$ cat config.mk
export PLATFORM = sky130hd
export DESIGN_NAME = risc_selftest_ctrl
export DESIGN_NICKNAME = d
export VERILOG_FILES = /design/src/rtl/risc_selftest_ctrl.sv
export SDC_FILE = /design/constraint.sdc
export NUM_CORES = 1
export LEC_CHECK = 0
export ABC_AREA = 0
export BUFFER_PORTS_ARGS = -buffer_cell sky130_fd_sc_hd__buf_2
export CAP_MARGIN = 20
export CORE_MARGIN = 4
export CORE_UTILIZATION = 52
export CTS_BUF_LIST = sky130_fd_sc_hd__clkbuf_2 sky130_fd_sc_hd__clkbuf_4 sky130_fd_sc_hd__clkbuf_8
export DETAILED_ROUTE_END_ITERATION = 8
export PLACE_DENSITY = 0.84
export SLEW_MARGIN = 20
export SYNTH_ARGS = -nofsm -noshare
export SYNTH_HDL_FRONTEND = slang
export SYNTH_SLANG_ARGS = --single-unit
export TNS_END_PERCENT = 20
$ cat constraint.sdc
create_clock -name clk -period 2.4 [get_ports clk]
set_input_delay 0.48 -clock clk [delete_from_list [all_inputs] [get_ports clk]]
set_output_delay 0.48 -clock clk [all_outputs]
set_load 0.005 [all_outputs]
$ cat src/rtl/risc_selftest_ctrl.sv
// Self-test sequencer: loads each test program into the CPU memory, resets the CPU,
// then lets it run and checks that it halts exactly one clock after its expected count.
// Ports: clk/rst (async active-low), start/abort control; test_idx, exp_clocks and prog_len
// form the test-descriptor lookup. rom_addr/rom_data read the program ROM.
// ld_* is the CPU memory write port. cpu_rst/cpu_clk_en/cpu_halt connect the CPU under test.
// busy/done/pass and fail_* report status.
module risc_selftest_ctrl #(
    parameter int DATA_W       = 8,
    parameter int ADDR_W       = 5,
    parameter int NUM_TESTS    = 4,
    parameter int TIDX_W       = 4,
    parameter int CNT_W        = 12,
    parameter int STOP_ON_FAIL = 1
) (
    input  logic              clk,
    input  logic              rst,
    input  logic              start,
    input  logic              abort,
    output logic [TIDX_W-1:0] test_idx,
    input  logic [CNT_W-1:0]  exp_clocks,
    input  logic [ADDR_W:0]   prog_len,
    output logic [ADDR_W-1:0] rom_addr,
    input  logic [DATA_W-1:0] rom_data,
    output logic              ld_we,
    output logic [ADDR_W-1:0] ld_addr,
    output logic [DATA_W-1:0] ld_data,
    output logic              cpu_rst,
    output logic              cpu_clk_en,
    input  logic              cpu_halt,
    output logic              busy,
    output logic              done,
    output logic              pass,
    output logic [TIDX_W-1:0] fail_test,
    output logic [CNT_W:0]    fail_cnt,
    output logic [1:0]        fail_code,
    output logic [TIDX_W:0]   fail_count
);

    typedef enum logic [2:0] {
        S_IDLE, S_LOAD, S_RST_A, S_RST_B, S_RUN, S_NEXT, S_DONE
    } state_t;

    state_t              state_q, state_d;
    logic [TIDX_W-1:0]   test_idx_q;
    // One bit wider than the memory address so a full-memory load never wraps.
    logic [ADDR_W:0]     addr_q;
    logic [CNT_W:0]      cnt_q;
    logic [TIDX_W-1:0]   fail_test_q;
    logic [CNT_W:0]      fail_cnt_q;
    logic [1:0]          fail_code_q;
    logic [TIDX_W:0]     fail_count_q;

    logic [ADDR_W:0]     addr_inc;
    logic                load_done;
    logic [CNT_W:0]      exp_p1;
    logic                early_halt;
    logic                at_limit;
    logic                run_fail;
    logic                run_pass;
    logic                last_test;
    logic                idle_or_done;

    assign addr_inc     = addr_q + 1'b1;
    // A zero-length program spends a single LOAD cycle with no writes.
    assign load_done    = (prog_len == '0) || (addr_inc >= prog_len);
    assign exp_p1       = {1'b0, exp_clocks} + 1'b1;
    // All RUN checks use the count before this cycle's increment.
    assign early_halt   = cpu_halt && (cnt_q <= {1'b0, exp_clocks});
    assign at_limit     = (cnt_q == exp_p1);
    assign run_fail     = (state_q == S_RUN) && (early_halt || (at_limit && !cpu_halt));
    assign run_pass     = (state_q == S_RUN) && at_limit && cpu_halt;
    assign last_test    = (test_idx_q == TIDX_W'(NUM_TESTS - 1));
    assign idle_or_done = (state_q == S_IDLE) || (state_q == S_DONE);

    // State register
    always_ff @(posedge clk or negedge rst) begin
        if (!rst) begin
            state_q <= S_IDLE;
        end else begin
            state_q <= state_d;
        end
    end

    // Next-state logic; abort overrides everything, including a simultaneous start.
    always_comb begin
        state_d = state_q;
        case (state_q)
            S_IDLE:  if (start) state_d = S_LOAD;
            S_LOAD:  if (load_done) state_d = S_RST_A;
            S_RST_A: state_d = S_RST_B;
            S_RST_B: state_d = S_RUN;
            S_RUN: begin
                if (run_fail) begin
                    state_d = (STOP_ON_FAIL != 0) ? S_DONE : S_NEXT;
                end else if (run_pass) begin
                    state_d = S_NEXT;
                end
            end
            S_NEXT:  state_d = last_test ? S_DONE : S_LOAD;
            S_DONE:  if (start) state_d = S_LOAD;
            default: state_d = S_IDLE;
        endcase
        if (abort) state_d = S_IDLE;
    end

    // Datapath registers
    always_ff @(posedge clk or negedge rst) begin
        if (!rst) begin
            test_idx_q   <= '0;
            addr_q       <= '0;
            cnt_q        <= '0;
            fail_test_q  <= '0;
            fail_cnt_q   <= '0;
            fail_code_q  <= '0;
            fail_count_q <= '0;
        end else if (abort) begin
            // The failure record survives an abort; the sequencing position does not.
            test_idx_q <= '0;
            addr_q     <= '0;
            cnt_q      <= '0;
        end else begin
            if (idle_or_done && start) begin
                test_idx_q   <= '0;
                addr_q       <= '0;
                fail_test_q  <= '0;
                fail_cnt_q   <= '0;
                fail_code_q  <= '0;
                fail_count_q <= '0;
            end
            if (state_q == S_LOAD) begin
                addr_q <= load_done ? '0 : addr_inc;
            end
            if (state_q == S_RST_B) begin
                cnt_q <= '0;
            end
            if (state_q == S_RUN) begin
                cnt_q <= cnt_q + 1'b1;
                if (run_fail) begin
                    if (fail_count_q != '1) begin
                        fail_count_q <= fail_count_q + 1'b1;
                    end
                    if (fail_count_q == '0) begin
                        fail_test_q <= test_idx_q;
                        fail_cnt_q  <= cnt_q;
                        fail_code_q <= early_halt ? 2'b01 : 2'b10;
                    end
                end
            end
            if ((state_q == S_NEXT) && !last_test) begin
                test_idx_q <= test_idx_q + 1'b1;
            end
        end
    end

    // Output logic
    always_comb begin
        ld_we      = (state_q == S_LOAD) && (addr_q < prog_len);
        ld_data    = (state_q == S_LOAD) ? rom_data : '0;
        cpu_clk_en = (state_q == S_RST_A) || (state_q == S_RST_B) || (state_q == S_RUN);
        cpu_rst    = !((state_q == S_RST_B) || (state_q == S_RUN));
        busy       = !idle_or_done;
        done       = (state_q == S_DONE);
        pass       = (state_q == S_DONE) && (fail_count_q == '0);
    end

    assign test_idx   = test_idx_q;
    assign rom_addr   = addr_q[ADDR_W-1:0];
    assign ld_addr    = addr_q[ADDR_W-1:0];
    assign fail_test  = fail_test_q;
    assign fail_cnt   = fail_cnt_q;
    assign fail_code  = fail_code_q;
    assign fail_count = fail_count_q;

endmodule

### After elaboration in Yosys (flattened, before gate mapping)

Index checks and enable logic that the tools add are counted.

| storage, ports and cells | value |
|---|---|
| register bits after elaboration | 50 |
| bits in latches | 0 |
| bits in writable memories | 0 |
| memory bits (read-only) | 0 |
| bits of input ports | 31 |
| output and inout bits | 52 |
| word-level logic and storage cells | 90 |
| memories | 0 |

| cells by class | value |
|---|---|
| add/sub/neg operators | 5 |
| $mul | 0 |
| divide/modulo/power cells | 0 |
| $lt $le $gt $ge | 3 |
| eq/ne operators | 12 |
| shift operators | 0 |
| muxes and demuxes | 35 |
| bitwise logic cells | 0 |
| reduce and logical (&&, ||, !) cells | 27 |

Operator list:

| operator | number |
|---|---|
| $mux 13 | 7 |
| $mux 4 | 7 |
| $mux 6 | 4 |
| $mux 5 | 4 |
| $mux 3 | 6 |
| $pmux 3 s6 | 1 |
| $add 12x1->13 const B | 1 |
| $add 13x1->13 const B | 1 |
| $eq 13x13->1 | 1 |
| $le 13x12->1 | 1 |
| $mux 2 | 5 |
| $eq 3x3->1 const B | 3 |
| $logic_and 1x1->1 | 9 |
| $reduce_bool 3->1 | 3 |
| $mux 8 | 1 |
| $add 6x1->6 const B | 1 |
| $eq 3x2->1 const B | 2 |
| $ge 6x6->1 | 1 |
| $logic_not 6->1 | 1 |
| $logic_or 1x1->1 | 6 |
| $lt 6x6->1 | 1 |
| $add 5x1->5 const B | 1 |
| $logic_not 5->1 | 1 |
| $ne 5x5->1 const B | 1 |
| other kinds (10) | 13 |

### Logic depth before layout (Yosys ltp)

Gate-level depths: netlist (run 1).

| depth | value |
|---|---|
| depth in word-level cells | 8 |
| gate-level depth with buffers | 13 |
| mapped depth without buffers | 10 |

### Least setup slack after synthesis (run 1)

Ideal clock, no wire load.

| timing | value |
|---|---|
| path kind | input to register |
| start | input exp_clocks[0] |
| end | register fail_count_q[0], in the netlist fail_count[0] |
| setup time | 0.125 ns |
| arrival time | 2.600 ns |
| data required time | 2.275 ns |
| slack | -0.325 ns |
| stages | 9 |
| buffers on the path | 0 |
| cell sequence | ha_1 -> nand2_1 -> or4_1 -> a32oi_1 -> mux2i_1 -> nor4_4 -> nor2_2 -> o31a_1 -> mux2_2 |

| on the way | value |
|---|---|
| cells in the longest elaborated chain, start to end | 7 |
| elaborated cells on any way between the ends | 9 |
| classes of those cells | 1 x add/sub; 1 x order compare; 1 x eq/ne; 2 x mux; 4 x reduce/logical |

Ends and longest elaborated chain:

| what | RTL line | RTL |
|---|---|---|
| start, declared | 20 | `input logic [CNT_W-1:0] exp_clocks,` |
| $add 12x1->13 | 66 | `assign exp_p1 = {1'b0, exp_clocks} + 1'b1;` |
| $eq 13x13->1 | 69 | `assign at_limit = (cnt_q == exp_p1);` |
| $logic_and 1x1->1 | 70 | `assign run_fail = (state_q == S_RUN) && (early_halt \|\| (at_limit && !cpu_halt));` |
| $logic_or 1x1->1 (*) | 70 |  |
| $logic_and 1x1->1 (*) | 70 |  |
| $mux 5 (*) | 138 | `if (run_fail) begin` |
| $mux 5 (*) | 136 | `if (state_q == S_RUN) begin` |
| end signal, assigned | 140 | `fail_count_q <= fail_count_q + 1'b1;` |
| end, declared | 51 | `logic [TIDX_W:0] fail_count_q;` |

Mark *: on every way between the ends. The rest lies on a longest branch, timed or not.
A chain may end at the register's enable or synchronous reset.

### Worst setup path after layout (run 1)

| timing | value |
|---|---|
| start | input exp_clocks[8] |
| end | register state_q[1] |

| on the way | value |
|---|---|
| cells in the longest elaborated chain, start to end | 8 |
| elaborated cells on any way between the ends | 14 |
| classes of those cells | 1 x add/sub; 1 x order compare; 2 x eq/ne; 3 x mux; 7 x reduce/logical |

Ends and longest elaborated chain:

| what | RTL line | RTL |
|---|---|---|
| $add 12x1->13 | 66 |  |
| $eq 13x13->1 | 69 |  |
| $logic_and 1x1->1 | 70 |  |
| $logic_or 1x1->1 | 70 |  |
| $logic_and 1x1->1 | 70 |  |
| $mux 3 | 93 | `if (run_fail) begin` |
| $pmux 3 s6 | 87 | `case (state_q)` |
| $mux 3 | 103 | `if (abort) state_d = S_IDLE;` |
| end signal, assigned | 80 | `state_q <= state_d;` |
| end, declared | 43 | `state_t state_q, state_d;` |

Parallel ways exist; a longest one is shown, timed or not.

==> reports/metrics.cfg, run 1 <==
[power_and_ir_drop]
irDropWorstVdd_mv=0.4615
p_per_area_nw_per_um2=527.4
p_int_mw=1.744
seqPwrFrac_pct=37.2
p_sw_mw=0.9657
pwr-share-comb_pct=41.1
clkPwrFrac_pct=21.7
p_leak_nw=2.578
swShare_pct=35.64
total_power_mw=2.709

[routing]
routed_via_density=5.711
dr.pass1.iters=5
drtIter0Drc=361
totalWireLength_mm=11.09
dr_total_vias=3986
route.detailed.drc=0
ant_nets=0
wire_per_inst_um=15.89

[yosys]
ys.flop_type=dfrtp_1
synth_area_um2=3851
seq_area_frac_synth_pct=32.49
yosys_warnings=0
synth_edf_count=0
synthCells=460
yosys_register_bits=50
async_flop_share_pct=100.0
avgSynthCellArea_um2=8.372
ys_types=61
syn-num-nets=522

[sta]
clock.fmax_ghz=0.3942
worst_slack_ps=-136.8
fin_crit_sh_pct=105.7
fin_crit_ps=2537
tightest_slew_ps=667.5
hold_viol_final=0
hold_slack_ps=172.2
maxSlewViolCount=0
slew_headroom_pct=55.09
setup_viol=27
fin_skew_ps=3.788
rsz0062_at_grt=yes

[critical_path]
crit_path_cell_trace=buf_2 > buf_4 > nand3_4 > or4_1 > a32oi_1 > a21oi_2 > nor4_2 > buf_4 > nor3_1 > buf_4 > nor3b_1 > a22o_1
start_kind=input port
r2r_end=state_q[1]
crit_path_max_incr_delay_ps=490
cp_top_family=simple AND/OR/NAND/NOR gates
end_kind=register
rrSetupSlack_ps=-140
cp_data_required_time_ps=2650
path_buf_inv=4
path_class=in2reg
critPathMaxFanout=4
arrival_ps=2790
worst_path_most_repeated_cell=buf_4
r2r_start=cnt_q[5]
r2r_cells=11
cpMaxStageDelayCell=or4_1

[floorplanning]
dieArea_um2=8847
rows=31
io_pins=83
coreArea_um2=7214
die_x_um=94.06
start_util_pct=53.38
die_h_um=94.06

[grt]
grt_pass1_vias=3889
overflow=0
grt_usage_pct=25.62
grt_pass1_wl_mm=18.11
grt_max_degree=26
grt_antenna_before_repair=0

[min_path]
worstHoldPathType=in2async

[cts]
path_clk_slew_ps=90
clock_latency_ps=300
cts.sinks=50
numCtsBuffers=5
htreeDepth=2
clockRootBuffer=clkbuf_8
clk_path_buf_depth=2
cts_tree=done

[finish]
nets=660
area_delta_synth_final_pct=33.40
drive_above_1_share_pct=34.56
fill_cells=547
diodes=0

[flow_run]
cap_violations=0

[run_status]
violations=negative setup slack
status=finished, violations left

[placement]
gp_congestion=0.8424
dp_hpwl_mm=8.398
io_buffers=82

worst max path at each step:
stage / start / to / slack, ps / cells past startpoint
global placement: exp_clocks[0] / state_q[1] / -450 / 11
detailed placement: exp_clocks[0] / state_q[1] / -520 / 11
floorplan: exp_clocks[6] / fail_count[0] / -110 / 9
CTS: exp_clocks[0] / fail_cnt[5] / -110 / 11
finish: exp_clocks[8] / state_q[1] / -140 / 12
global route: exp_clocks[7] / fail_cnt[5] / -250 / 10
sequential cells by signal, summed over array words and instances (netlist names):
| signal | count |
|---|---|
| fail_cnt | 13 |
| addr_q | 6 |
| fail_code | 2 |
| fail_count | 5 |
| fail_test | 4 |
| test_idx | 4 |
| state_q | 3 |
| cnt_q | 13 |
cells in the mapped netlist, drive strengths merged (12+ instances only):
master / count / area [µm²]
dfrtp: 50 / 1251
and2: 13 / 81.33
mux2i: 12 / 120.1
nor3: 14 / 80.08
o21ai: 43 / 215.2
ha: 31 / 387.9
nand3: 13 / 70.07
nor2: 24 / 92.59
buf: 17 / 118.9
nand2: 51 / 191.4
clkbuf: 15 / 56.30
a21oi: 15 / 75.07
inv: 31 / 116.4
o211ai: 12 / 90.09
cell families (layout without fill, tap and decap cells):
family / Yosys count / in the layout / share of synthesized area [%]
buffers and inverters: 63 / 202 / 7.570
adder cells (fa/ha/maj): 31 / 31 / 10.07
XOR/XNOR: 13 / 13 / 2.956
multiplexers: 13 / 13 / 3.411
AND/OR/NAND/NOR: 176 / 176 / 24.37
AO/OA/AOI/OAI: 114 / 114 / 19.14
flip-flops: 50 / 50 / 32.49
metrics by stage:
stage          setup WS (ps)  utilization (%)  cells  cell area, µm²  TNS (ps)
3_5_place_dp          -518.5            66.96    683            4831    -10640
3_3_place_gp          -448.2            66.96    683            4831     -8394
2_1_floorplan         -113.8                -    460            3941     -1236
6_report              -136.8            71.21    698            5137     -1493
5_1_grt               -245.3            71.21    698            5137     -5095
4_1_cts               -106.4            70.81    698            5109     -1147
metal layers:
layer | vias up | GRT usage [%] | share of wire [%]
met5 | - | 0 | 0
met4 | 0 | 9.627 | 2.3
met3 | 29 | 4.407 | 6.3
met1 | 1897 | 33.81 | 43
li1 | 1920 | - | -
met2 | 140 | 41.99 | 48
placed cells by master, fill, tap and decap left out, types with 7 or more instances in the layout:
| cell type | netlist | final |
|---|---|---|
| buf_4 | 14 | 77 |
| nand2b_1 | 8 | 8 |
| nor3_1 | 12 | 12 |
| mux2i_1 | 12 | 11 |
| nand4_1 | 8 | 8 |
| nor2_1 | 23 | 23 |
| ha_1 | 31 | 29 |
| nand3_1 | 12 | 9 |
| and2_1 | 13 | 12 |
| nand2_1 | 51 | 49 |
| o21ai_1 | 0 | 16 |
| o211ai_1 | 12 | 12 |
| buf_2 | 2 | 80 |
| nor2b_1 | 7 | 7 |
| a21oi_1 | 15 | 13 |
| o21ai_0 | 43 | 27 |
| o31ai_1 | 9 | 8 |
| inv_1 | 31 | 31 |
| dfrtp_1 | 50 | 50 |
worst register-to-register path, cell delays in order, from the launching register on:
cell and delay, ps:
dfrtp_1 440, nand3b_1 170, or4_1 480, nand4_1 110
buf_4 110, nor2_1 40, nor4_2 350, buf_4 190
nor3_1 70, buf_4 160, nor3b_1 190, a22o_1 170
power by group through the flow:
stage                     Clock (mW)  Sequential (mW)  Combinational (mW)
after global routing           0.628             1.02                1.23
after detailed placement           0             1.02                1.05
after CTS                      0.593             1.00                1.11
after floorplan                    0            0.981               0.679
after global placement             0             1.02                1.01
final                          0.589             1.01                1.11
final cells by class:
type                            instances  area, µm²  area share (%)
Inverter                               31      116.4           2.265
Sequential cell                        50       1251           24.35
Tap cell                               99      123.9           2.411
Timing Repair Buffer                  163       1050           20.43
Clock buffer                            5      68.82           1.340
Clock inverter                          3      40.04          0.7793
Multi-Input combinational cell        347       2487           48.42
what timing repair did:
item | 4_1_cts | 5_1_grt
pin swaps | 16 | 2
endpoints found under the setup margin | 35 | 34
setup buffers | 7 | 0
hold buffers | 0 | 0
resized for setup | 34 | 6
No activity file was read; power rests on OpenSTA's default activity.
==> run 2, diff against run 1 <==
PLACE_DENSITY = 0.8   (was 0.84)
==> run 2 against run 1 <==
The run still ends with negative setup slack left. Sequential cell count is the same. Die area is the same. Combinational power is essentially flat. Non-clock buffer count shrank 2. Register-to-register slack gained 50 ps. Global-route usage shrank 1.1 points. Sequential share of layout area shrank 0.099 points. Sequential power is essentially flat. Cell area grew 0.61%. First-iteration DRC count shrank 21%. Maximum frequency grew 0.65%. Utilization grew 0.43 points. Critical path type unchanged.
==> reports/metrics.cfg, run 2 (synthesized netlist as in run 1, its figures left out) <==
[routing]
route.detailed.drc=0  ; unchanged
dr_total_vias=3923  ; -1.6%
routed_via_density=5.645  ; -1.2%
ant_nets=0  ; unchanged
totalWireLength_mm=10.65  ; -4.0%
dr.pass1.iters=6  ; +1
drtIter0Drc=286  ; -21%
wire_per_inst_um=15.32  ; -3.5%

[finish]
register_area_um2=1254  ; +0.20%
diodes=0  ; unchanged
layout_commonest_cell=buf_2
final_area_um2=5169  ; +0.61%
nets=658  ; -0.30%
most-common-layout-cells=buf_2, buf_4, nand2_1, dfrtp_1, o21ai_0
area_delta_synth_final_pct=34.21
drive_above_1_share_pct=35.07  ; +0.51 points
fill_cells=528  ; -3.5%
multi_input_comb_area_um2=2507  ; +0.80%

[sta]
slew_headroom_pct=52.81  ; -2.3 points
maxSlewViolCount=0  ; unchanged
worst_slack_ps=-120.4  ; +16.39 ps
hold_viol_final=0  ; unchanged
clock.fmax_ghz=0.3968  ; +0.65%
setup_viol=26  ; -3.7%
rsz0062_at_grt=yes
tightest_slew_ps=701.3  ; +33.79 ps
fin_crit_sh_pct=105.0  ; -0.68 points
fin_skew_ps=3.214  ; -0.5743 ps
fin_crit_ps=2520  ; -16.39 ps

[cts]
clk_path_buf_depth=2  ; unchanged
clockRootBuffer=clkbuf_8
htreeDepth=2  ; unchanged
clock_latency_ps=300  ; about the same
numCtsBuffers=5  ; unchanged
path_clk_slew_ps=80  ; about the same
postCtsHoldBufs=0  ; unchanged
cts_tree=done
cts.sinks=50  ; unchanged

[grt]
grt_pass1_wl_mm=17.53  ; -3.2%
grt_usage_pct=24.48  ; -1.1 points
grt_pass1_vias=3869  ; -0.51%
grt_antenna_before_repair=0  ; unchanged
grt_max_degree=51  ; +96%
overflow=0  ; unchanged

[run_status]
status=finished, violations left
violations=negative setup slack

[power_and_ir_drop]
p_leak_nw=2.583  ; +0.19%
irDropWorstVdd_mv=0.4083  ; -12%
total_power_mw=2.620  ; -3.3%
p_per_area_nw_per_um2=506.8  ; -3.9%

[flow_run]
cap_violations=0  ; unchanged

[min_path]
worstHoldPathType=in2async

[floorplanning]
rows=31  ; unchanged
die_x_um=94.06  ; unchanged
io_pins=83  ; unchanged
coreArea_um2=7214  ; unchanged
start_util_pct=53.38  ; unchanged
dieArea_um2=8847  ; unchanged
die_h_um=94.06  ; unchanged

[placement]
io_buffers=82  ; unchanged
placed_area_um2=4813  ; -0.36%
gp_congestion=0.8462  ; +0.45%
dp_hpwl_mm=7.937  ; -5.5%

[critical_path]
rrSetupSlack_ps=-90  ; +50 ps
end_kind=register
start_kind=input port
cp_data_required_time_ps=2630  ; -20 ps
arrival_ps=2750  ; -40 ps
path_class=in2reg
critPathMaxFanout=7  ; +3

[run 2: where the power goes]
part	internal (mW)	switching, mW	total [mW]
Sequential	0.912	0.101	1.01
Clock	0.224	0.266	0.490
Combinational	0.536	0.580	1.12
Total	1.67	0.947	2.62
[run 2: final timing paths]
path,cells past startpoint,end,from
setup reg to reg,10,fail_cnt[5],cnt_q[8]
hold / removal,2,state_q[0],rst
setup / recovery,10,fail_cnt[5],exp_clocks[10]
max in group asynchronous,2,fail_count[0],rst
min in group clk,2,fail_cnt[9],fail_cnt[9]
hold reg to reg,2,fail_cnt[9],fail_cnt[9]
[run 2: cell type report]
cell class              count  share of cell area [%]
inverters                  31                   2.251
repair buffers            161                   20.96
flip-flops and latches     50                   24.26
clock buffers               7                   1.622
multi-input cells         347                   48.51
well taps                  99                   2.397
[run 2: stage by stage]
step | setup WS, ps | instances | util (%) | TNS (ps) | hold WS, ps
2_1_floorplan | -113.8 | 460 | - | -1236 | 184.4
3_3_place_gp | -387.2 | 679 | 66.72 | -8156 | 512.1
3_5_place_dp | -427.1 | 679 | 66.72 | -10040 | 512.5
4_1_cts | -92.83 | 690 | 69.84 | -1262 | 302.8
5_1_grt | -198.9 | 695 | 71.64 | -4077 | 309.9
6_report | -120.4 | 695 | 71.64 | -1558 | 276.6
[run 2: what timing repair did]
item / 4_1_cts / 5_1_grt
setup buffers: 3 / 5
setup endpoints to repair: 35 / 35
resized for setup: 28 / 24
pin swaps: 8 / 14
cloned: 1 / 0
[run 2: worst max-delay path, cell delays in order]
cell and delay [ps]:
buf_2 120, buf_6 120, or4_1 510, a32oi_1 210
mux2i_2 140, nor4_4 430, nor2_4 90, nor3_4 260
buf_6 200, mux2i_1 190
[run 2: layer usage]
layer  up-vias  share of wire [%]  GRT usage (%)
met5         -                  0              0
li1       1920                  -              -
met1      1867                 44          32.03
met4         0                1.2          6.017
met2       118                 50          42.34
met3        18                4.8          3.686
==> run 3, diff against run 2 <==
CORE_UTILIZATION = 50   (was 52)
PLACE_DENSITY = 0.77   (was 0.8)
==> run 3 against run 2 <==
The flow still finishes with violations (negative setup slack). Combinational power rose by 7%. Cell area is 1.7% higher. Final cell count increased by 0.29%. Non-clock buffer count rose by 1. Critical endpoint is now ld_we.
==> reports/metrics.cfg, run 3 (synthesized netlist as in run 1, its figures left out) <==
[run_status]
status=finished, violations left
violations=negative setup slack

[sta]
rsz0062_at_grt=yes
tightest_slew_ps=683.0  ; -18.27 ps
fin_skew_ps=12.39  ; +9.172 ps
hold_viol_final=0  ; unchanged
fin_crit_ps=2511  ; -9.839 ps
worst_slack_ps=-110.5  ; +9.839 ps
setup_viol=14  ; -46%
clock.fmax_ghz=0.3983  ; +0.39%
setup_tns_ps=-614.3  ; +943.9 ps
slew_headroom_pct=54.11  ; +1.3 points
fin_crit_sh_pct=104.6  ; -0.41 points
maxSlewViolCount=0  ; unchanged

[placement]
gp_congestion=0.9039  ; +6.8%
io_buffers=82  ; unchanged
dp_hpwl_mm=8.137  ; +2.5%
dpl_worst_slack_ps=-538.8  ; -111.7 ps

[cts]
cts.sinks=50  ; unchanged
path_clk_slew_ps=90  ; about the same
clock_latency_ps=320  ; +20 ps
numCtsBuffers=5  ; unchanged
clockRootBuffer=clkbuf_8
clk_path_buf_depth=2  ; unchanged
postCtsHoldBufs=0  ; unchanged
htreeDepth=2  ; unchanged
cts_tree=done

[flow_run]
cap_violations=0  ; unchanged

[critical_path]
arrival_ps=2030  ; -720 ps
cp_data_required_time_ps=1920  ; -710 ps
r2r_start=cnt_q[9]
path_class=reg2out
start_kind=register
setup.worst_path.start=addr_q[1]
critPathMaxFanout=3  ; -4
end_kind=primary output

[power_and_ir_drop]
total_power_mw=2.743  ; +4.7%
p_leak_nw=2.573  ; -0.40%
p_per_area_nw_per_um2=521.5  ; +2.9%
irDropWorstVdd_mv=0.4428  ; +8.5%

[finish]
fill_cells=557  ; +5.5%
multi_input_comb_area_um2=2614  ; +4.2%
area_delta_synth_final_pct=36.55
diodes=0  ; unchanged
drive_above_1_share_pct=36.29  ; +1.2 points
nets=659  ; +0.15%
register_area_um2=1251  ; -0.20%
most-common-layout-cells=buf_2, buf_4, dfrtp_1, nand2_1, inv_1
layout_commonest_cell=buf_2

[grt]
overflow=0  ; unchanged
grt_max_degree=32  ; -37%
grt_pass1_vias=3859  ; -0.26%
grt_pass1_wl_mm=17.64  ; +0.59%
grt_antenna_before_repair=0  ; unchanged
grt_usage_pct=24.01  ; -0.46 points

[routing]
dr.pass1.iters=6  ; unchanged
routed_via_density=5.689  ; +0.78%
route.detailed.drc=0  ; unchanged
ant_nets=0  ; unchanged
totalWireLength_mm=10.94  ; +2.8%
dr_total_vias=3965  ; +1.1%
wire_per_inst_um=15.70  ; +2.5%
drtIter0Drc=291  ; +1.7%

[floorplanning]
rows=31  ; unchanged
io_pins=83  ; unchanged
coreArea_um2=7370  ; +2.2%
die_x_um=95.77  ; +1.8%
dieArea_um2=9171  ; +3.7%
die_h_um=95.77  ; +1.8%
start_util_pct=52.26  ; -1.1 points

[min_path]
worstHoldPathType=in2async

[run 3: changes by cell type in the layout (fill, tap and decap cells not counted), moves of 3 or more]
cell     change
ha_1         -5
buf_2        +4
nor4_2       +3
ha_4         +5
buf_8        -3
o21ai_1      +8
nor4_1       -3
o21ai_0      -8
[run 3: metal layers]
metal / part of all wire, % / wire length, µm / GRT usage, % / vias up
met1: 43 / 4676 / 31.44 / 1863
met4: 2.8 / 309 / 8.768 / 0
met3: 6.2 / 676 / 3.518 / 33
met5: 0 / 0 / 0 / -
met2: 48 / 5281 / 40.30 / 153
li1: - / - / - / 1916
[run 3: final cells by class]
cell class / instances / share of cell area, %
Tap cell: 99 / 2.355
Multi-Input combinational cell: 347 / 49.70
Sequential cell: 50 / 23.79
Clock inverter: 2 / 0.2379
Timing Repair Buffer: 162 / 20.13
Clock buffer: 6 / 1.570
Inverter: 31 / 2.213
[run 3: power by group]
part	leakage [nW]	total, mW	switching, mW	internal, mW
Combinational	1.83	1.20	0.629	0.574
Sequential	0.693	1.02	0.107	0.911
Clock	0.0472	0.522	0.290	0.232
Total	2.57	2.74	1.03	1.72
[run 3: stage by stage]
stage          cells  hold slack, ps  utilization (%)  area, µm²
2_1_floorplan    460           184.4                -       3941
3_3_place_gp     682           512.9            65.62       4836
3_5_place_dp     682           511.9            65.62       4836
4_1_cts          692           224.5            68.64       5059
5_1_grt          697           244.4            71.36       5259
6_report         697           197.7            71.36       5259
[run 3: repair_timing]
item                       4_1_cts  5_1_grt
pin swaps                       15       14
setup endpoints to repair       32       34
gates cloned                     0        0
gates resized for setup         25       32
buffers inserted                 3        5
[run 3: path summary, 6_finish.rpt]
check | endpoint | slack (ps) | cells after the start
min | test_idx[3] | 200 | 1
max reg2reg | fail_count[0] | -90 | 9
min reg2reg | fail_cnt[10] | 520 | 2
max in group asynchronous | cnt_q[10] | 1560 | 2
min in group clk | fail_cnt[10] | 520 | 2
max | ld_we | -110 | 11
[run 3: critical path, stage by stage, from the launching register on]
cell and delay [ps]:
dfrtp_1 400, buf_4 140, buf_6 120, ha_4 190
nor2b_1 120, o21ai_1 120, nand2b_1 60, a21oi_1 120
nor2b_1 60, o21ai_1 120, and3b_1 150, buf_2 110
